==> config.mk <==
export PLATFORM = sky130hd
export DESIGN_NAME = pipe_skid_buffer
export DESIGN_NICKNAME = d
export VERILOG_FILES = /design/src/rtl/pipe_skid_pkg.sv /design/src/rtl/pipe_skid_ctrl.sv /design/src/rtl/pipe_skid_buffer.sv
export SDC_FILE = /design/constraint.sdc
export NUM_CORES = 1
export LEC_CHECK = 0
export ABC_AREA = 1
export BUFFER_PORTS_ARGS = -buffer_cell sky130_fd_sc_hd__buf_4
export CORE_MARGIN = 8
export CORE_UTILIZATION = 48
export CTS_BUF_LIST = sky130_fd_sc_hd__clkbuf_4
export CTS_CLUSTER_SIZE = 14
export DETAILED_ROUTE_END_ITERATION = 7
export PLACE_DENSITY_LB_ADDON = 0.12
export RECOVER_POWER = 50
export SLEW_MARGIN = 20
export SYNTH_ARGS = -nofsm -noshare
export SYNTH_HDL_FRONTEND = slang
export SYNTH_SLANG_ARGS = --single-unit
==> constraint.sdc <==
create_clock -name clk_i -period 1.5 [get_ports clk_i]
set_input_delay 0.15 -clock clk_i [delete_from_list [all_inputs] [get_ports clk_i]]
set_output_delay 0.15 -clock clk_i [all_outputs]
set_load 0.1 [all_outputs]
==> src/rtl/pipe_skid_pkg.sv <==
// ----------------------------------------------------------------------------
// pipe_skid_pkg : shared types and constants for the two-entry skid buffer
// Revision 1.0
// ----------------------------------------------------------------------------
`default_nettype none

package pipe_skid_pkg;

   localparam int unsigned WIDTH_DEFAULT = 32;

   typedef enum logic [1:0] {
      ST_EMPTY = 2'b00,
      ST_BUSY  = 2'b01,
      ST_FULL  = 2'b10
   } state_e;

endpackage

`default_nettype wire

==> src/rtl/pipe_skid_ctrl.sv <==
// ----------------------------------------------------------------------------
// pipe_skid_ctrl : occupancy state machine and data-register load enables
// Revision 1.0
// ----------------------------------------------------------------------------
`default_nettype none

module pipe_skid_ctrl
   import pipe_skid_pkg::*;
(
   input  logic       clk_i,
   input  logic       rst_ni,
   input  logic       flush_i,
   input  logic       in_valid_i,
   input  logic       out_ready_i,
   output logic       in_ready_o,
   output logic       out_valid_o,
   output logic [1:0] count_o,
   output logic       ld_main_in_o,
   output logic       ld_main_skid_o,
   output logic       ld_skid_in_o
);

   state_e state_q;
   state_e state_d;
   logic   w_in_fire;
   logic   w_out_fire;

   // Ready decodes from registered state only, never from out_ready_i.
   assign in_ready_o  = (state_q != ST_FULL) & rst_ni;
   assign out_valid_o = (state_q != ST_EMPTY);
   assign w_in_fire   = in_valid_i & in_ready_o;
   assign w_out_fire  = out_valid_o & out_ready_i;

   always_ff @(posedge clk_i or negedge rst_ni) begin
      if (!rst_ni) begin
         state_q <= ST_EMPTY;
      end else begin
         state_q <= state_d;
      end
   end

   always_comb begin
      state_d = state_q;
      if (flush_i) begin
         state_d = ST_EMPTY;
      end else begin
         case (state_q)
            ST_EMPTY: if (w_in_fire) state_d = ST_BUSY;
            ST_BUSY: begin
               if (w_in_fire && !w_out_fire)      state_d = ST_FULL;
               else if (!w_in_fire && w_out_fire) state_d = ST_EMPTY;
            end
            ST_FULL:  if (w_out_fire) state_d = ST_BUSY;
            default:  state_d = ST_EMPTY;
         endcase
      end
   end

   always_comb begin
      ld_main_in_o   = 1'b0;
      ld_main_skid_o = 1'b0;
      ld_skid_in_o   = 1'b0;
      count_o        = 2'd0;
      case (state_q)
         ST_BUSY: count_o = 2'd1;
         ST_FULL: count_o = 2'd2;
         default: count_o = 2'd0;
      endcase
      if (!flush_i) begin
         ld_main_in_o   = w_in_fire & ((state_q == ST_EMPTY) |
                                       ((state_q == ST_BUSY) & w_out_fire));
         ld_skid_in_o   = w_in_fire & (state_q == ST_BUSY) & ~w_out_fire;
         ld_main_skid_o = w_out_fire & (state_q == ST_FULL);
      end
   end

endmodule

`default_nettype wire

==> src/rtl/pipe_skid_buffer.sv <==
// ----------------------------------------------------------------------------
// pipe_skid_buffer : two-entry elastic pipeline register with flush
// Revision 1.0
// ----------------------------------------------------------------------------
`default_nettype none

module pipe_skid_buffer
   import pipe_skid_pkg::*;
#(
   parameter int unsigned WIDTH = WIDTH_DEFAULT
) (
   input  logic             clk_i,
   input  logic             rst_ni,
   input  logic             flush_i,
   input  logic             in_valid_i,
   input  logic [WIDTH-1:0] in_data_i,
   output logic             in_ready_o,
   output logic             out_valid_o,
   output logic [WIDTH-1:0] out_data_o,
   input  logic             out_ready_i,
   output logic [1:0]       count_o
);

   logic [WIDTH-1:0] main_q;
   logic [WIDTH-1:0] main_d;
   logic [WIDTH-1:0] skid_q;
   logic [WIDTH-1:0] skid_d;
   logic             w_ld_main_in;
   logic             w_ld_main_skid;
   logic             w_ld_skid_in;

   pipe_skid_ctrl u_ctrl (
      .clk_i          (clk_i),
      .rst_ni         (rst_ni),
      .flush_i        (flush_i),
      .in_valid_i     (in_valid_i),
      .out_ready_i    (out_ready_i),
      .in_ready_o     (in_ready_o),
      .out_valid_o    (out_valid_o),
      .count_o        (count_o),
      .ld_main_in_o   (w_ld_main_in),
      .ld_main_skid_o (w_ld_main_skid),
      .ld_skid_in_o   (w_ld_skid_in)
   );

   always_comb begin
      main_d = main_q;
      skid_d = skid_q;
      if (w_ld_main_in)        main_d = in_data_i;
      else if (w_ld_main_skid) main_d = skid_q;
      if (w_ld_skid_in)        skid_d = in_data_i;
   end

   always_ff @(posedge clk_i or negedge rst_ni) begin
      if (!rst_ni) begin
         main_q <= '0;
         skid_q <= '0;
      end else begin
         main_q <= main_d;
         skid_q <= skid_d;
      end
   end

   assign out_data_o = main_q;

endmodule

`default_nettype wire

## Word-level counts from Yosys, hierarchy flattened

Index checks and enable logic that the tools add are counted.

- Mux-type cells: 12
- Reductions and logical operators: 8
- Bitwise logic cells: 10
- Eq/ne operators: 6

Operators with widths:

| operator | count |
|---|---|
| 32-bit two-way mux | 2 |
| 2-bit two-way mux | 5 |
| 1-bit AND | 8 |
| 3-bit by 2-bit != test with 1-bit output (second input constant) | 2 |
| 2-bit case mux with 3 select lines | 1 |
| 4-bit by 2-bit != test with 1-bit output (second input constant) | 1 |
| 2-bit case mux with 2 select lines | 1 |
| 2-bit nonzero test | 2 |
| 1-bit two-way mux | 3 |
| 3-bit AND reduction | 1 |
| 2-bit by 1-bit equality test with 1-bit output (second input constant) | 1 |
| 2-bit equality test (second input constant) | 1 |
| 1-bit logical AND | 2 |
| 1-bit logical NOT | 2 |
| 2-bit logical NOT | 1 |
| 2-bit != test (second input constant) | 1 |
| 1-bit NOT | 1 |
| 1-bit OR | 1 |

- Bits in registers: 66
- Output and inout bits: 36
- Input port bits: 37
- Word-level logic and storage cells: 39

## Logic depth before layout (Yosys ltp)

- Word-level depth: 9
- Mapped depth: 9
- Depth with buffers taken out: 8

## Hierarchy

A second synthesis with hierarchy kept.

- Cells, all modules: 412
- Area total of the unflattened synthesis: 3111.7 µm²

Modules (own cells, without submodules):

| module | times used | area each (µm²) | cells an instance | seq. area each (µm²) |
|---|---|---|---|---|
| pipe_skid_buffer | 1 | 2906.5 | 375 | 1601.5 |
| pipe_skid_ctrl | 1 | 205.2 | 37 | 50.0 |

## Worst setup path after synthesis

OpenSTA, ideal clock, no wires.

- Kind: flip-flop to flip-flop
- From: register u_ctrl.state_q[1]
- To: register u_ctrl.state_q[0]
- Slack: -0.515 ns
- Setup time: 0.119 ns
- Arrival: 1.895 ns
- Buffers on the path: 1
- Required time: 1.381 ns
- Period minus slack after synthesis: 2.015 ns
- Cell stages (with the launch flop): 9
- Cells stage by stage: dfrtp_1 buf_6 inv_1 nand2_1 nand2_1 ha_1 nand3_1 nand4_1 nand2_1

- Word-level cells in the longest chain between the ends: 7
- Elaborated cells between the ends (all ways): 19
- Classes of those cells: eq/ne (6); mux (3); bitwise (3); reduce/logical (7)

RTL lines:

| what | line | text |
|---|---|---|
| start, declared | pipe_skid_ctrl.sv:23 | `state_e state_q;` |
| start signal, assigned | pipe_skid_ctrl.sv:38 | `state_q <= state_d;` |
| 2-bit nonzero test * | pipe_skid_ctrl.sv:30 | `assign out_valid_o = (state_q != ST_EMPTY);` |
| via out_valid_o | pipe_skid_buffer.sv:18 | `output logic out_valid_o,` |
| 1-bit AND * | pipe_skid_ctrl.sv:32 | `assign w_out_fire = out_valid_o & out_ready_i;` |
| 1-bit logical NOT | pipe_skid_ctrl.sv:50 | `if (w_in_fire && !w_out_fire) state_d = ST_FULL;` |
| 1-bit logical AND | pipe_skid_ctrl.sv:50 |  |
| 2-bit two-way mux | pipe_skid_ctrl.sv:50 |  |
| 2-bit case mux with 3 select lines | pipe_skid_ctrl.sv:47 | `case (state_q)` |
| 2-bit two-way mux | pipe_skid_ctrl.sv:44 | `if (flush_i) begin` |

The timed path passes the listed nets; every way through them passes the cells marked *.
A chain may end at the register's enable or synchronous reset.

## Worst setup path in the final report

- From: register u_ctrl.state_q[1]
- To: output count_o[0]

- Word-level cells in the longest chain between the ends: 2
- Elaborated cells between the ends (all ways): 3
- Classes of those cells: eq/ne (2); mux (1)

RTL lines:

| what | line | text |
|---|---|---|
| 2-bit equality test or 2-bit by 1-bit equality test with 1-bit output (tied branches) | pipe_skid_ctrl.sv:64 | `case (state_q)` |
| 2-bit case mux with 2 select lines * | pipe_skid_ctrl.sv:64 |  |
| end, declared | pipe_skid_buffer.sv:21 | `output logic [1:0] count_o` |

Every way passes the cells marked *; elsewhere a longest branch is shown, timed or not.

==> flow_summary.yaml <==
outcome:
  status: "finished, violations left"
  violations: "negative setup slack"
global_route:
  grt_max_degree: 67
  grt_pass1_wl_um: 16500
  grt_antenna_before_repair: 0
  grt_usage: 0.204
  grt_pass1_vias: 3396
  overflow: 0
cells_and_area:
  final_cell_mix: "148 x nand2_1, 85 x buf_4, 68 x nand3_1"
  final_common_cell: "nand2_1"
  n_antenna_cell: 0
  final_nets: 603
  finish.instance_area_um2: 4770
  n_fill_cell: 592
  fin_cells: 666
  layout-drive-gt1-share: 0.260
  area_growth_pct: 39.8
synth:
  synth.cell_area_um2: 3410
  synth_area_leaders: "dfrtp_1 48%, nand2_1 18%, nand3_1 10%"
  synth_nets: 493
  ys_seq_area_frac: 0.484
  synth_top_area_share: 0.484
  yosysTopAreaCell: "dfrtp_1"
  yosysWarnings: 0
  syn_area_per_cell_um2: 7.50
  syn_inst: 455
  synth-seq-cells: 66
  ys_types: 18
clock_network:
  clock-root-buffer: "clkbuf_4"
  cts_inserted_buffers: 9
  cts_tree: "built"
  clockBufferDepth: 2
  cts_num_sinks: 66
  clkLatencyLatePin_ns: 0.42
  clkTransAtPathRegs_ns: 0.10
  cts_max_level: 3
pwr:
  p_sw_frac: 0.506
  p_int_mw: 4.24
  power.density_nw_per_um2: 1800
  power_frac_comb: 0.507
  total_power_mw: 8.60
  power.switching_mw: 4.36
  power_frac_clock: 0.156
  p_seq_frac: 0.337
  ir_drop_v: 0.00120
  cellLeakagePower_nw: 2.47
routing:
  wirelength_um: 10000
  vias: 3517
  viasPerCell: 5.28
  dr.pass1.iters: 5
  drtIter0Drc: 247
  drc: 0
  antenna_left: 0
  post_drt_wl_per_cell_um: 15.1
worst_setup_path:
  critPathLaunch: "u_ctrl.state_q[1]"
  required_ns: 1.35
  cp-end-kind: "output port"
  worstPathArrival_ns: 1.37
  critical_path.max_fanout: 5
  rr_endpoint: "skid_q[16]"
  worst_r2r_path_depth: 8
  worst-setup-path-type: "flop to output port"
  timing.rr.start: "u_ctrl.state_q[1]"
  ff2ff_setup_slack_ns: 0.02
  critPathCapture: "count_o[0]"
  startpoint_type: "flop"
flow_run:
  cap_violations: 0
min_path:
  hold_path_class: "input port to flop"
placement:
  placed_area_um2: 4140
  gp_congestion: 0.836
  io_buffer_count: 72
  placed_cells: 614
  dp_hpwl_um: 6310
floorplan:
  fp.dieW_um: 100
  initial_utilization: 0.500
  top_level_ports: 73
  num_rows: 30
  core_area_um2: 6830
  die_h_um: 100
  die-area_um2: 10100
timing:
  worstMarginPinSlew_ns: 0.909
  slew_violations: 0
  final.setup.worst_slack_ns: -0.0160
  slew_headroom: 0.394
  hold_viol: 0
  fmax_ghz: 0.660
  fin_crit_sh: 1.01
  rsz0062_at_grt: "true"
  min_period_ns: 1.52
  setup_viol: 1
  finClkSkew_ns: 0.0139
[worst min path at each step]
stage / startpoint / slack (ns) / end / depth (start not counted)
final: out_ready_i / 0.08 / u_ctrl.state_q[1] / 4
after floorplan: rst_ni / -0.15 / out_data_o[0] / 0
after global routing: out_ready_i / 0.09 / u_ctrl.state_q[1] / 4
after global placement: in_data_i[18] / 0.39 / skid_q[18] / 3
after CTS: out_ready_i / 0.07 / u_ctrl.state_q[1] / 4
after detailed placement: in_data_i[19] / 0.40 / skid_q[19] / 3
[power by group through the flow]
stage	Clock, mW	Sequential [mW]	Combinational [mW]
3_3_place_gp	0	2.86	4.13
3_5_place_dp	0	2.89	4.16
6_report	1.34	2.90	4.36
2_1_floorplan	0	4.92	1.08
5_1_grt	1.43	2.99	4.61
4_1_cts	1.37	2.85	4.27
[synthesized netlist by cell type]
cell type / count
a21oi_1: 1
buf_2: 13
buf_4: 3
buf_6: 1
clkbuf_1: 18
dfrtp_1: 66
ha_1: 1
inv_1: 37
inv_2: 3
nand2_1: 168
nand2_2: 4
nand3_1: 68
nand3_4: 1
nand4_1: 33
nor2_1: 2
nor2_2: 1
nor2_4: 3
o21ai_0: 32
[per-layer routing]
| layer | global-route usage | part of all wire | vias to the layer above |
|---|---|---|---|
| met2 | 0.323 | 0.47 | 138 |
| met4 | 0.0802 | 0.017 | 0 |
| met3 | 0.0443 | 0.060 | 16 |
| li1 | - | - | 1696 |
| met5 | 0 | 0 | - |
| met1 | 0.264 | 0.45 | 1667 |
[logic make-up after synthesis]
group	Yosys count	synth area share
buf+inv	75	0.0927
flops	66	0.484
compound gates	33	0.0484
fa+ha+maj	1	0.00367
simple gates	280	0.371
[sequential cells by signal, indices dropped and copies added, names as in the netlist]
| signal | flops |
|---|---|
| out_data_o | 32 |
| u_ctrl.state_q | 2 |
| skid_q | 32 |
[critical path, stage by stage (launching register included)]
cell and delay [ns]:
dfrtp_2 0.45, buf_6 0.14, nor2_4 0.17, buf_12 0.20
[timing repair]
item	CTS	global route
hold endpoints to repair	72	0
setup endpoints to repair	3	29
buffers inserted	1	2
hold buffers	33	0
cloned	0	1
pin swaps	0	3
gates resized for setup	5	31
[per-stage QoR]
step / hold WS (ns) / TNS (ns) / setup slack (ns) / util
2_1_floorplan: -0.146 / -7.92 / -0.252 / -
3_3_place_gp: 0.394 / 0 / 0.0986 / 0.606
3_5_place_dp: 0.398 / 0 / 0.0992 / 0.606
4_1_cts: 0.0664 / -0.0239 / -0.0239 / 0.680
5_1_grt: 0.0892 / -1.15 / -0.0657 / 0.699
6_report: 0.0781 / -0.0160 / -0.0160 / 0.699
[final cells by class]
| cell class | instances | area [um2] | share of cell area |
|---|---|---|---|
| clock inverters | 6 | 81.3 | 0.0170 |
| multi-input cells | 314 | 1510 | 0.316 |
| well taps | 96 | 120 | 0.0252 |
| repair buffers | 134 | 1180 | 0.247 |
| flip-flops and latches | 66 | 1650 | 0.346 |
| inverters | 40 | 153 | 0.0320 |
| clock buffers | 10 | 75.1 | 0.0157 |
(Power assumes the default switching activity.)
